`src/rtl/ibex_rf_write_buffer.sv`:
```
// ibex_rf_write_buffer: in-order write-back queue between the Ibex writeback stage and a
// register file that can stall its write port. Writes are queued while rf_stall_i is high
// and drained one per unstalled cycle. Pending write data is either forwarded to the ID read
// ports or flagged as a hazard.
//
// Build option: define IBEX_RF_WB_FORWARD_EN to build the forwarding muxes. hazard_o is then
// tied to 0. Without it, reads pass straight through and hazard_o flags reads that hit a
// pending write.
//
// Ports:
//   clk_i, rst_ni                       clock, asynchronous active-low reset
//   wb_we_i/wb_waddr_i/wb_wdata_i       write request from writeback
//   wb_ready_o                          write can be accepted this cycle
//   rf_we_o/rf_waddr_o/rf_wdata_o       write port towards the register file
//   rf_stall_i                          register file write-port stall
//   raddr_a_i/raddr_b_i                 ID read addresses
//   rf_rdata_a_i/rf_rdata_b_i           register file read data
//   rdata_a_o/rdata_b_o                 operand data delivered to ID
//   hazard_o                            read hits a pending write that is not forwarded
//   pending_cnt_o, empty_o              occupancy
module ibex_rf_write_buffer #(
  parameter int unsigned DataWidth = 32,
  parameter int unsigned Depth     = 4,
  parameter bit          RV32E     = 1'b0
) (
  input  logic                       clk_i,
  input  logic                       rst_ni,
  input  logic                       wb_we_i,
  input  logic [4:0]                 wb_waddr_i,
  input  logic [DataWidth-1:0]       wb_wdata_i,
  output logic                       wb_ready_o,
  output logic                       rf_we_o,
  output logic [4:0]                 rf_waddr_o,
  output logic [DataWidth-1:0]       rf_wdata_o,
  input  logic                       rf_stall_i,
  input  logic [4:0]                 raddr_a_i,
  input  logic [4:0]                 raddr_b_i,
  input  logic [DataWidth-1:0]       rf_rdata_a_i,
  input  logic [DataWidth-1:0]       rf_rdata_b_i,
  output logic [DataWidth-1:0]       rdata_a_o,
  output logic [DataWidth-1:0]       rdata_b_o,
  output logic                       hazard_o,
  output logic [$clog2(Depth):0]     pending_cnt_o,
  output logic                       empty_o
);

  localparam int unsigned PtrW = $clog2(Depth);
  localparam int unsigned CntW = PtrW + 1;
  localparam logic [CntW-1:0] DepthCnt = CntW'(Depth);

  logic [4:0]           mem_addr_q [Depth];
  logic [DataWidth-1:0] mem_data_q [Depth];
  logic [PtrW-1:0]      head_q, head_d, tail_q, tail_d;
  logic [CntW-1:0]      count_q, count_d;

  logic empty, pop, push;
  logic hit_a, hit_b;
  logic [PtrW-1:0] rd_idx;

  assign empty      = (count_q == '0);
  assign pop        = !empty && !rf_stall_i;
  assign wb_ready_o = (count_q < DepthCnt) || pop;
  // x0 writes are acknowledged but never stored.
  assign push       = wb_we_i && wb_ready_o && (wb_waddr_i != 5'd0);

  assign rf_we_o       = pop;
  assign rf_waddr_o    = empty ? 5'd0 : mem_addr_q[head_q];
  assign rf_wdata_o    = empty ? '0   : mem_data_q[head_q];
  assign pending_cnt_o = count_q;
  assign empty_o       = empty;

  always_comb begin
    head_d  = head_q;
    tail_d  = tail_q;
    count_d = count_q;
    if (pop)  head_d = head_q + 1'b1;
    if (push) tail_d = tail_q + 1'b1;
    // A push into an empty queue cannot pop in the same cycle since pop needs !empty.
    unique case ({push, pop})
      2'b10:   count_d = count_q + 1'b1;
      2'b01:   count_d = count_q - 1'b1;
      default: count_d = count_q;
    endcase
  end

  always_ff @(posedge clk_i or negedge rst_ni) begin
    if (!rst_ni) begin
      head_q  <= '0;
      tail_q  <= '0;
      count_q <= '0;
    end else begin
      head_q  <= head_d;
      tail_q  <= tail_d;
      count_q <= count_d;
    end
  end

  // Payload storage needs no reset: only entries inside the occupancy window are ever used.
  always_ff @(posedge clk_i) begin
    if (push) begin
      mem_addr_q[tail_q] <= wb_waddr_i;
      mem_data_q[tail_q] <= wb_wdata_i;
    end
  end

`ifdef IBEX_RF_WB_FORWARD_EN
  logic [DataWidth-1:0] fwd_a, fwd_b;
`endif

  // Walk from head to tail so a later (younger) match overrides an older one. The head entry
  // popping this cycle is still in the window.
  always_comb begin
    hit_a  = 1'b0;
    hit_b  = 1'b0;
    rd_idx = '0;
`ifdef IBEX_RF_WB_FORWARD_EN
    fwd_a  = '0;
    fwd_b  = '0;
`endif
    for (int unsigned i = 0; i < Depth; i++) begin
      rd_idx = head_q + PtrW'(i);
      if (CntW'(i) < count_q) begin
        if ((raddr_a_i != 5'd0) && (mem_addr_q[rd_idx] == raddr_a_i)) begin
          hit_a = 1'b1;
`ifdef IBEX_RF_WB_FORWARD_EN
          fwd_a = mem_data_q[rd_idx];
`endif
        end
        if ((raddr_b_i != 5'd0) && (mem_addr_q[rd_idx] == raddr_b_i)) begin
          hit_b = 1'b1;
`ifdef IBEX_RF_WB_FORWARD_EN
          fwd_b = mem_data_q[rd_idx];
`endif
        end
      end
    end
  end

`ifdef IBEX_RF_WB_FORWARD_EN
  assign rdata_a_o = (raddr_a_i == 5'd0) ? '0 : (hit_a ? fwd_a : rf_rdata_a_i);
  assign rdata_b_o = (raddr_b_i == 5'd0) ? '0 : (hit_b ? fwd_b : rf_rdata_b_i);
  assign hazard_o  = 1'b0;
`else
  assign rdata_a_o = (raddr_a_i == 5'd0) ? '0 : rf_rdata_a_i;
  assign rdata_b_o = (raddr_b_i == 5'd0) ? '0 : rf_rdata_b_i;
  assign hazard_o  = hit_a || hit_b;
`endif

  // RV32E has only x0..x15.
  rv32e_addr_legal: assert property (@(posedge clk_i) disable iff (!rst_ni)
      (RV32E && wb_we_i) |-> !wb_waddr_i[4]);

endmodule

```
`config.mk`:
```
export PLATFORM = sky130hd
export DESIGN_NAME = ibex_rf_write_buffer
export DESIGN_NICKNAME = d
export VERILOG_FILES = /design/src/rtl/ibex_rf_write_buffer.sv
export SDC_FILE = /design/constraint.sdc
export NUM_CORES = 1
export LEC_CHECK = 0
export CAP_MARGIN = 20
export CELL_PAD_IN_SITES_DETAIL_PLACEMENT = 0
export CELL_PAD_IN_SITES_GLOBAL_PLACEMENT = 1
export CORE_AREA = 2 2 149 151
export CTS_CLUSTER_SIZE = 30
export DETAILED_ROUTE_END_ITERATION = 16
export DIE_AREA = 0 0 151 153
export MAX_ROUTING_LAYER = met4
export PLACE_DENSITY_LB_ADDON = 0.1
export SLEW_MARGIN = 15
export SYNTH_ARGS = -nofsm -noshare
export SYNTH_HDL_FRONTEND = slang
export SYNTH_SLANG_ARGS = --single-unit
```
`constraint.sdc`:
```
create_clock -name clk_i -period 2.4 [get_ports clk_i]
set_clock_uncertainty 0.05 [all_clocks]
set_input_delay 0.36 -clock clk_i [delete_from_list [all_inputs] [get_ports clk_i]]
set_output_delay 0.36 -clock clk_i [all_outputs]
set_load 0.01 [all_outputs]
```
# --- Word-level counts from Yosys, hierarchy flattened ---
# Memory sizes are Yosys's and may differ from the RTL's.
# Cells that the tools add are included.
word_totals:
  reg_bits: 7
  ramBits: 148
  inputBits: 115
  out_inout_bits: 108
  wordCells: 71
  mem_count: 2
memory_table:
  columns: ["name", "depth", "word_bits", "rd", "rd_clocked_by_memory_dff", "wr", "line", "source"]
  rows:
  - ["mem_data_q", 4, 32, 1, 0, 1, "52", "logic [DataWidth-1:0] mem_data_q [Depth];"]
  - ["mem_addr_q", 4, 5, 4, 0, 1, "51", "logic [4:0] mem_addr_q [Depth];"]
classes:
  addsub: 6
  magnitude_cmp: 5
  eq_ne: 10
  n_mux: 23
  n_reduce_logical: 22
ops:
  columns: ["cell", "n"]
  rows:
  - ["two-way mux 32 bit", 3]
  - ["== test 5 bit", 8]
  - ["two-way mux 1 bit", 18]
  - ["nonzero test 5 bit", 3]
  - ["logical AND 1 bit", 11]
  - ["zero test 5 bit", 2]
  - ["less-than comparator 1 x 3 -> 1 bit (first input constant)", 2]
  - ["less-than comparator 2 x 3 -> 1 bit (first input constant)", 2]
  - ["case mux 3 bit (2 select lines)", 1]
  - ["two-way mux 5 bit", 1]
  - ["adder 2 x 1 -> 2 bit (second input constant)", 2]
  - ["adder 2 bit (second input constant)", 2]
  - ["adder 3 x 1 -> 3 bit (second input constant)", 1]
  - ["zero test 3 bit", 1]
  - ["less-than comparator 3 bit (second input constant)", 1]
  - ["subtractor 3 x 1 -> 3 bit (second input constant)", 1]
  - ["== test 2 x 1 -> 1 bit (second input constant)", 1]
  - ["== test 2 bit (second input constant)", 1]
  - ["zero test 1 bit", 2]
  - ["logical OR 1 bit", 2]
  - ["nonzero test 2 bit", 1]

# --- Logic depth before layout (Yosys ltp) ---
# Gate-level depths: netlist of the first run.
# An unclocked memory read counts as a cell.
depth:
  ltp_word: 12
  ltp_mapped: 9
  mapped_depth_nobuf: 8

# --- Worst setup path before layout of the first run ---
# No wires, ideal clock.
synth_timing:
  kind: "register to register"
  startpoint: "register count_q[2] (netlist: pending_cnt_o[2])"
  endpoint: "memory mem_addr_q[2][0], enable pin"
  setup_ns: 0.398
  t_arrival_ns: 2.053
  required_ns: 1.952
  slack_ns: -0.101
  path_stages_with_launch: 6
  n_path_buf: 1
  period_less_slack_ns: 2.501
  path_cell_list: "dfrtp_1 buf_2 nand2_1 nand2_1 a21oi_1 and2_1"
synth_between:
  elab_chain_cells: 8
  word_cells_on_any_way: 9
  cone_classes: "order compare: 1; mux: 2; reduce/logical: 6"
synth_lines:
  columns: ["element", "line", "source"]
  rows:
  - ["from (decl)", "54", "logic [CntW-1:0] count_q, count_d;"]
  - ["from (signal assigned)", "94", "count_q <= count_d;"]
  - ["parallel branches: the longest is 3 deep, another holds less-than comparator 3 bit", null, null]
  - ["logical OR 1 bit *", "62", "assign wb_ready_o = (count_q < DepthCnt) || pop;"]
  - ["via wb_ready_o", "31", "output logic wb_ready_o,"]
  - ["logical AND 1 bit * (2 in series)", "64", "assign push = wb_we_i && wb_ready_o && (wb_waddr_i != 5'd0);"]
  - ["two-way mux 1 bit *", "100", "if (push) begin"]
  - ["two-way mux 1 bit (implied by the code) *", "101", "mem_addr_q[tail_q] <= wb_waddr_i;"]
  - ["to (decl)", "51", null]
# Mark *: on every way through the listed nets, which the timed path passes.

# --- Worst setup path in the final report of the first run ---
layout_timing:
  startpoint: "register head_q[0]"
  endpoint: "output hazard_o"
layout_between:
  elab_chain_cells: 12
  word_cells_on_any_way: 37
  cone_classes: "add/sub: 3; eq/ne: 8; mux: 16; reduce/logical: 9; memory: 1"
layout_lines:
  columns: ["element", "line", "source"]
  rows:
  - ["from (decl)", "53", "logic [PtrW-1:0] head_q, head_d, tail_q, tail_d;"]
  - ["from (signal assigned)", "88", "head_q <= '0;"]
  - ["from (signal assigned)", "92", "head_q <= head_d;"]
  - ["memory (4 x 5 bit) *", null, null]
  - ["== test 5 bit, on equally long branches", "123, 129", null]
  - ["logical AND 1 bit, on equally long branches", "123, 129", null]
  - ["two-way mux 1 bit, on equally long branches", "123, 129", null]
  - ["two-way mux 1 bit", "122", "if (CntW'(i) < count_q) begin"]
  - ["two-way mux 1 bit, on equally long branches", "123, 129", null]
  - ["two-way mux 1 bit", "122", null]
  - ["two-way mux 1 bit, on equally long branches", "123, 129", null]
  - ["two-way mux 1 bit", "122", null]
  - ["two-way mux 1 bit, on equally long branches", "123, 129", null]
  - ["two-way mux 1 bit", "122", null]
  - ["logical OR 1 bit *", "146", "assign hazard_o = hit_a || hit_b;"]
  - ["to (decl)", "42", "output logic hazard_o,"]
# Every way passes the cells marked *; elsewhere a longest branch is shown, timed or not.

==> results.cfg, run 1 <==
[run_status]
status = finished, violations left
violations = setup timing

[timing]
max_slew_margin_pct = 75.1
rsz0062_at_grt = true
finalHoldViolCount = 0
finalCriticalPeriod_ns = 3.04
hold_slack_ns = 0.178
worstMarginPinSlew_ns = 0.373
fin_ws_ns = -0.644
setup_viol = 34
finalMaxSlewViolations = 0
timing.final.crit_share_pct = 127
max_freq_mhz = 328

[detailed_routing]
ant_nets = 0
vias = 4817
via_per_inst = 4.78
drc = 0
wl_per_cell_um = 18.4
drtIter0Drc = 214
wl_mm = 18.5
first_pass_iters = 4

[die]
core_area_mm2 = 0.0215
die_h_um = 153
io_pins = 223
rows = 54
initial_core_util_pct = 34.5
dieArea_mm2 = 0.0231
die_x_um = 151

[layout]
antenna_cells = 0
syn2layout_area_growth_pct = 50.6
seqCellArea_mm2 = 0.00462
layout_commonest_cell = edfxtp_1
fillers = 1825
drive_gt1_share_pct = 24.5
final_util_pct = 52.0
layout_common_cells = 148 x edfxtp_1, 127 x clkdlybuf4s50_1, 99 x nor2b_1
fin_nets = 839
multi_input_area_mm2 = 0.00268

[clocking]
clock_latency_ns = 0.41
clock-root-buffer = clkbuf_16
holdBufCountCts = 0
htree_levels = 4
clk_pin_slew_ns = 0.06
cts_tree = done
cts_max_path_buffers = 2
cts_inserted_buffers = 17
numClockSinks = 155

[setup_path]
end_kind = output port
critPathKind = register to output port
cp_max_fo = 10
critPathRequiredTime_ns = 1.99
start_kind = register
crit_path_start = head_q[0]
rr_startpoint = pending_cnt_o[0]
critPathArrivalTime_ns = 2.63

[logic_synthesis]
avgSynthCellArea_um2 = 16.6
ys.warnings.count = 0
syn_nets = 572
yosysTopAreaCell = edfxtp_1
synth.yosys.seq_area_share_pct = 62.2
synth_top_area_share_pct = 59.9
synth_area_leaders = edfxtp_1 60%, mux4_2 12%, nor2b_1 8.6%
ys_types = 32
synth.ff_latch_count = 155
syn-cell-area_mm2 = 0.00742
synth_cells = 448

[grt]
grt_pass1_wl_mm = 27.7
overflow = 0
antenna_found_initial = 0
grt.total_usage_pct = 16.5
grt_pass1_vias = 4954
grt_max_degree = 28

[job]
drv_cap = 0

[placement]
place_ws_ns = -0.764
routabilityCongestion = 0.894
dp_hpwl_mm = 12.7
port_buffers = 222

[pwr]
pwr_density_cell_mw_per_mm2 = 1080
ir_worst_vdd_mv = 0.606
p_leak_nw = 4.40

[hold_path]
hold_class = primary input to asynchronous set/reset pin
per-stage QoR:
stage,instances,area [um2],total power (W),setup TNS (ns)
after detailed placement,961,10300,0.00931,-34.55
after global routing,1008,11200,0.0128,-12.60
final,1008,11200,0.0121,-8.66
after global placement,961,10300,0.00929,-34.28
after CTS,1004,11000,0.0122,-21.70
after floorplan,448,7410,0.00676,0
cells in the mapped netlist:
cell and count:
edfxtp_1 148, nor2b_1 102, mux4_2 38, xnor2_1 26
clkbuf_1 22, xor2_1 20, mux4_1 14, ha_1 9
buf_2 8, dfrtp_1 7, nand2_1 7, nor2_1 6
inv_1 5, and2_1 4, nand3_1 4, nor3_1 4
nor4_1 4, o21ai_0 3, a21oi_1 2, a31oi_1 2
or4_1 2, a211oi_1 1, a21o_1 1, a311oi_1 1
buf_1 1, buf_6 1, buf_8 1, mux2i_1 1
nand2b_1 1, nand4_1 1, nor3_2 1, o22ai_1 1
registers in the layout, indices dropped and copies added (netlist names):
| register | count |
|---|---|
| mem_addr_q | 20 |
| head_q | 2 |
| tail_q | 2 |
| mem_data_q | 128 |
| pending_cnt_o | 3 |
area by class of cell:
| cell class | instances | share of cell area (%) |
|---|---|---|
| sequential | 155 | 41.4 |
| clock buffer | 18 | 3.84 |
| timing repair buffer | 281 | 26.2 |
| tap | 280 | 3.13 |
| clock inverter | 14 | 1.31 |
| multi-input combinational | 255 | 24.0 |
| inverter | 5 | 0.168 |
cell families after synthesis:
group | Yosys count | synth area share [%]
adder cells (fa/ha/maj) | 9 | 1.52
buffers and inverters | 38 | 2.31
AND/OR/NAND/NOR | 136 | 11.0
AO/OA/AOI/OAI | 11 | 0.910
XOR/XNOR | 46 | 5.43
multiplexers | 53 | 16.6
flip-flops | 155 | 62.2
where the power goes:
part,total [W],switching [W],internal (W)
sequential,0.00366,0.000159,0.00350
combinational,0.00588,0.00258,0.00331
clock,0.00257,0.00104,0.00153
total,0.0121,0.00377,0.00834
critical path, cell delays in order, from the launching register on:
cell      delay [ns]
dfrtp_4         0.44
buf_12          0.15
mux4_2          0.56
xnor2_2         0.15
nand3_2         0.11
o22ai_2         0.22
a211oi_1        0.08
nor4_1          0.27
a21o_1          0.14
buf_6           0.11
routing by layer:
layer	track usage [%]	wire length, um	up-vias	part of all wire (%)
li1	-	-	2213	-
met1	19.4	7810	2419	42
met2	27.9	9310	168	50
met3	4.30	1180	17	6.4
met4	4.63	205	0	1.1
met5	-	0	-	0
final timing paths:
kind                               endpoint  slack [ns]  cells after the start
max reg2reg                pending_cnt_o[2]        0.21                     12
min                               tail_q[0]        0.18                      1
max in group asynchronous         head_q[0]        1.82                      1
min in group clk_i         mem_data_q[1][6]        0.53                      1
max                                hazard_o       -0.64                      9
min reg2reg                pending_cnt_o[0]        0.56                      2
what timing repair did:
item                                   CTS  global route
gates cloned                             4             0
setup endpoints to repair              104            73
endpoints found under the hold margin    0             0
pin swaps                                6             3
resized for setup                      118            71
buffers inserted                         8             4
(Power assumes the default switching activity.)
==> inputs of run 2 (changes only) <==
--- a/constraint.sdc
+++ b/constraint.sdc
@@ -3,3 +3,3 @@
 set_input_delay 0.36 -clock clk_i [delete_from_list [all_inputs] [get_ports clk_i]]
 set_output_delay 0.36 -clock clk_i [all_outputs]
-set_load 0.01 [all_outputs]
+set_load 0.1 [all_outputs]
==> run 2 against run 1 <==
The flow still finishes with violations (setup timing). Worst hold slack better by 0.011 ns. Highest routed layer unchanged. Global-route usage is 1.2 points higher. Core utilization is 7.8 points higher. Largest power group unchanged.
==> results.cfg, run 2 (synthesis results as in run 1) <==
[detailed_routing]
drc = 0
ant_nets = 0
vias = 4876
drtIter0Drc = 185
wl_per_cell_um = 19.2
via_per_inst = 4.77
wl_mm = 19.6
first_pass_iters = 4

[timing]
max_freq_mhz = 309
timing.final.crit_share_pct = 135
worstMarginPinSlew_ns = 0.468
setup_viol = 33
finalMaxSlewViolations = 0
finalCriticalPeriod_ns = 3.24
finalHoldViolCount = 0
fin_ws_ns = -0.837
fin_setup_tns_ns = -5.42
rsz0062_at_grt = true
max_slew_margin_pct = 68.6

[layout]
fillers = 1635
drive_gt1_share_pct = 44.4
top_register = mem_data_q
seqCellArea_mm2 = 0.00464
fin_cells = 1023
layout_common_cells = 148 x edfxtp_1, 124 x buf_12, 106 x clkdlybuf4s50_1
largest_reg_flops = 128
stdcell_area_mm2 = 0.0128
antenna_cells = 0
layout_commonest_cell = edfxtp_1
fin_nets = 855
syn2layout_area_growth_pct = 73.1
multi_input_area_mm2 = 0.00300

[placement]
port_buffers = 222
place_ws_ns = -0.481
routabilityCongestion = 0.828
post-place-cells = 967
dp_hpwl_mm = 13.9
place_area_mm2 = 0.0117

[pwr]
ir_worst_vdd_mv = 1.05
p_leak_nw = 4.81
pwr_density_cell_mw_per_mm2 = 1500
power_w = 0.0193

[grt]
grtUsageMet2_pct = 31.4
busiest_layer = met2
grt_pass1_vias = 5324
grt.total_usage_pct = 17.7
grt_max_degree = 33
grt_use_met3_pct = 3.49
grt_use_met1_pct = 19.9
overflow = 0
grt_pass1_wl_mm = 29.9
antenna_found_initial = 0

[die]
dieArea_mm2 = 0.0231
die_x_um = 151
io_pins = 223
initial_core_util_pct = 34.5
die_h_um = 153
rows = 54
core_area_mm2 = 0.0215

[clocking]
cts_inserted_buffers = 17
htree_levels = 4
clock-root-buffer = clkbuf_16
clock_latency_ns = 0.42
cts_max_path_buffers = 2
clk_pin_slew_ns = 0.07
cts_tree = done
numClockSinks = 155

[run_status]
violations = setup timing
status = finished, violations left

[setup_path]
critPathArrivalTime_ns = 2.83
critPathKind = register to output port
start_kind = register
rr_worst_depth = 13
cp_max_fo = 6
end_kind = output port
critPathRequiredTime_ns = 1.99

[job]
drv_cap = 0

[hold_path]
hold_class = primary input to asynchronous set/reset pin
## run 2: cell types whose count changed in the layout (fill, tap and decap cells not counted), sizes merged
cell and delta:
dlymetal6s2s -42, clkdlybuf4s50 -21, buf +112, clkinv -7, inv +2, clkbuf -3
clkinvlp +3, dlygate4sd2 -29
## run 2: routing by layer
metal  share of wire (%)  up-vias
li1                    -     2245
met1                  39     2429
met2                  53      178
met3                 6.3       24
met4                 2.1        0
met5                   0        -
## run 2: path summary, 6_finish.rpt
check	start	endpoint	slack [ns]
worst max register to register	pending_cnt_o[0]	pending_cnt_o[2]	0.18
worst min-delay path	rst_ni	pending_cnt_o[2]	0.19
worst min register to register	pending_cnt_o[2]	pending_cnt_o[2]	0.60
max in group asynchronous	rst_ni	head_q[0]	1.76
worst max-delay path	head_q[0]	hazard_o	-0.84
min in group clk_i	wb_wdata_i[30]	mem_data_q[2][30]	0.52
## run 2: power breakdown
part | internal [W] | leakage [nW] | switching (W)
registers | 0.00352 | 1.43 | 0.000215
clock network | 0.00154 | 0.259 | 0.00103
logic | 0.00560 | 3.12 | 0.00738
total | 0.0107 | 4.81 | 0.00862
## run 2: timing repair
| action | 4_1_cts | 5_1_grt |
|---|---|---|
| buffers inserted | 16 | 7 |
| gates cloned | 5 | 1 |
| endpoints found under the setup margin | 103 | 39 |
| gates resized for setup | 45 | 26 |
| pin swaps | 9 | 5 |
| hold buffers | 0 | 0 |
## run 2: final cells by class
| class | count | share of cell area, % |
|---|---|---|
| clock inverters | 12 | 1.09 |
| repair buffers | 297 | 33.2 |
| inverters | 5 | 0.166 |
| flip-flops and latches | 155 | 36.1 |
| multi-input cells | 255 | 23.4 |
| clock buffers | 19 | 3.37 |
| well taps | 280 | 2.73 |
## run 2: stage by stage
step	util (%)	hold slack (ns)
6_report	59.8	0.190
5_1_grt	59.8	0.193
4_1_cts	59.1	0.183
3_5_place_dp	54.6	0.567
3_3_place_gp	54.6	0.544
2_1_floorplan	-	0.0144
## run 2: critical path, cell delays in order (launching register included)
cell      delay, ns
dfrtp_4        0.50
buf_8          0.15
buf_6          0.11
buf_6          0.11
mux4_2         0.48
xor2_2         0.23
nor3_2         0.07
a311oi_1       0.34
nor4_2         0.08
a21o_4         0.20
buf_12         0.16
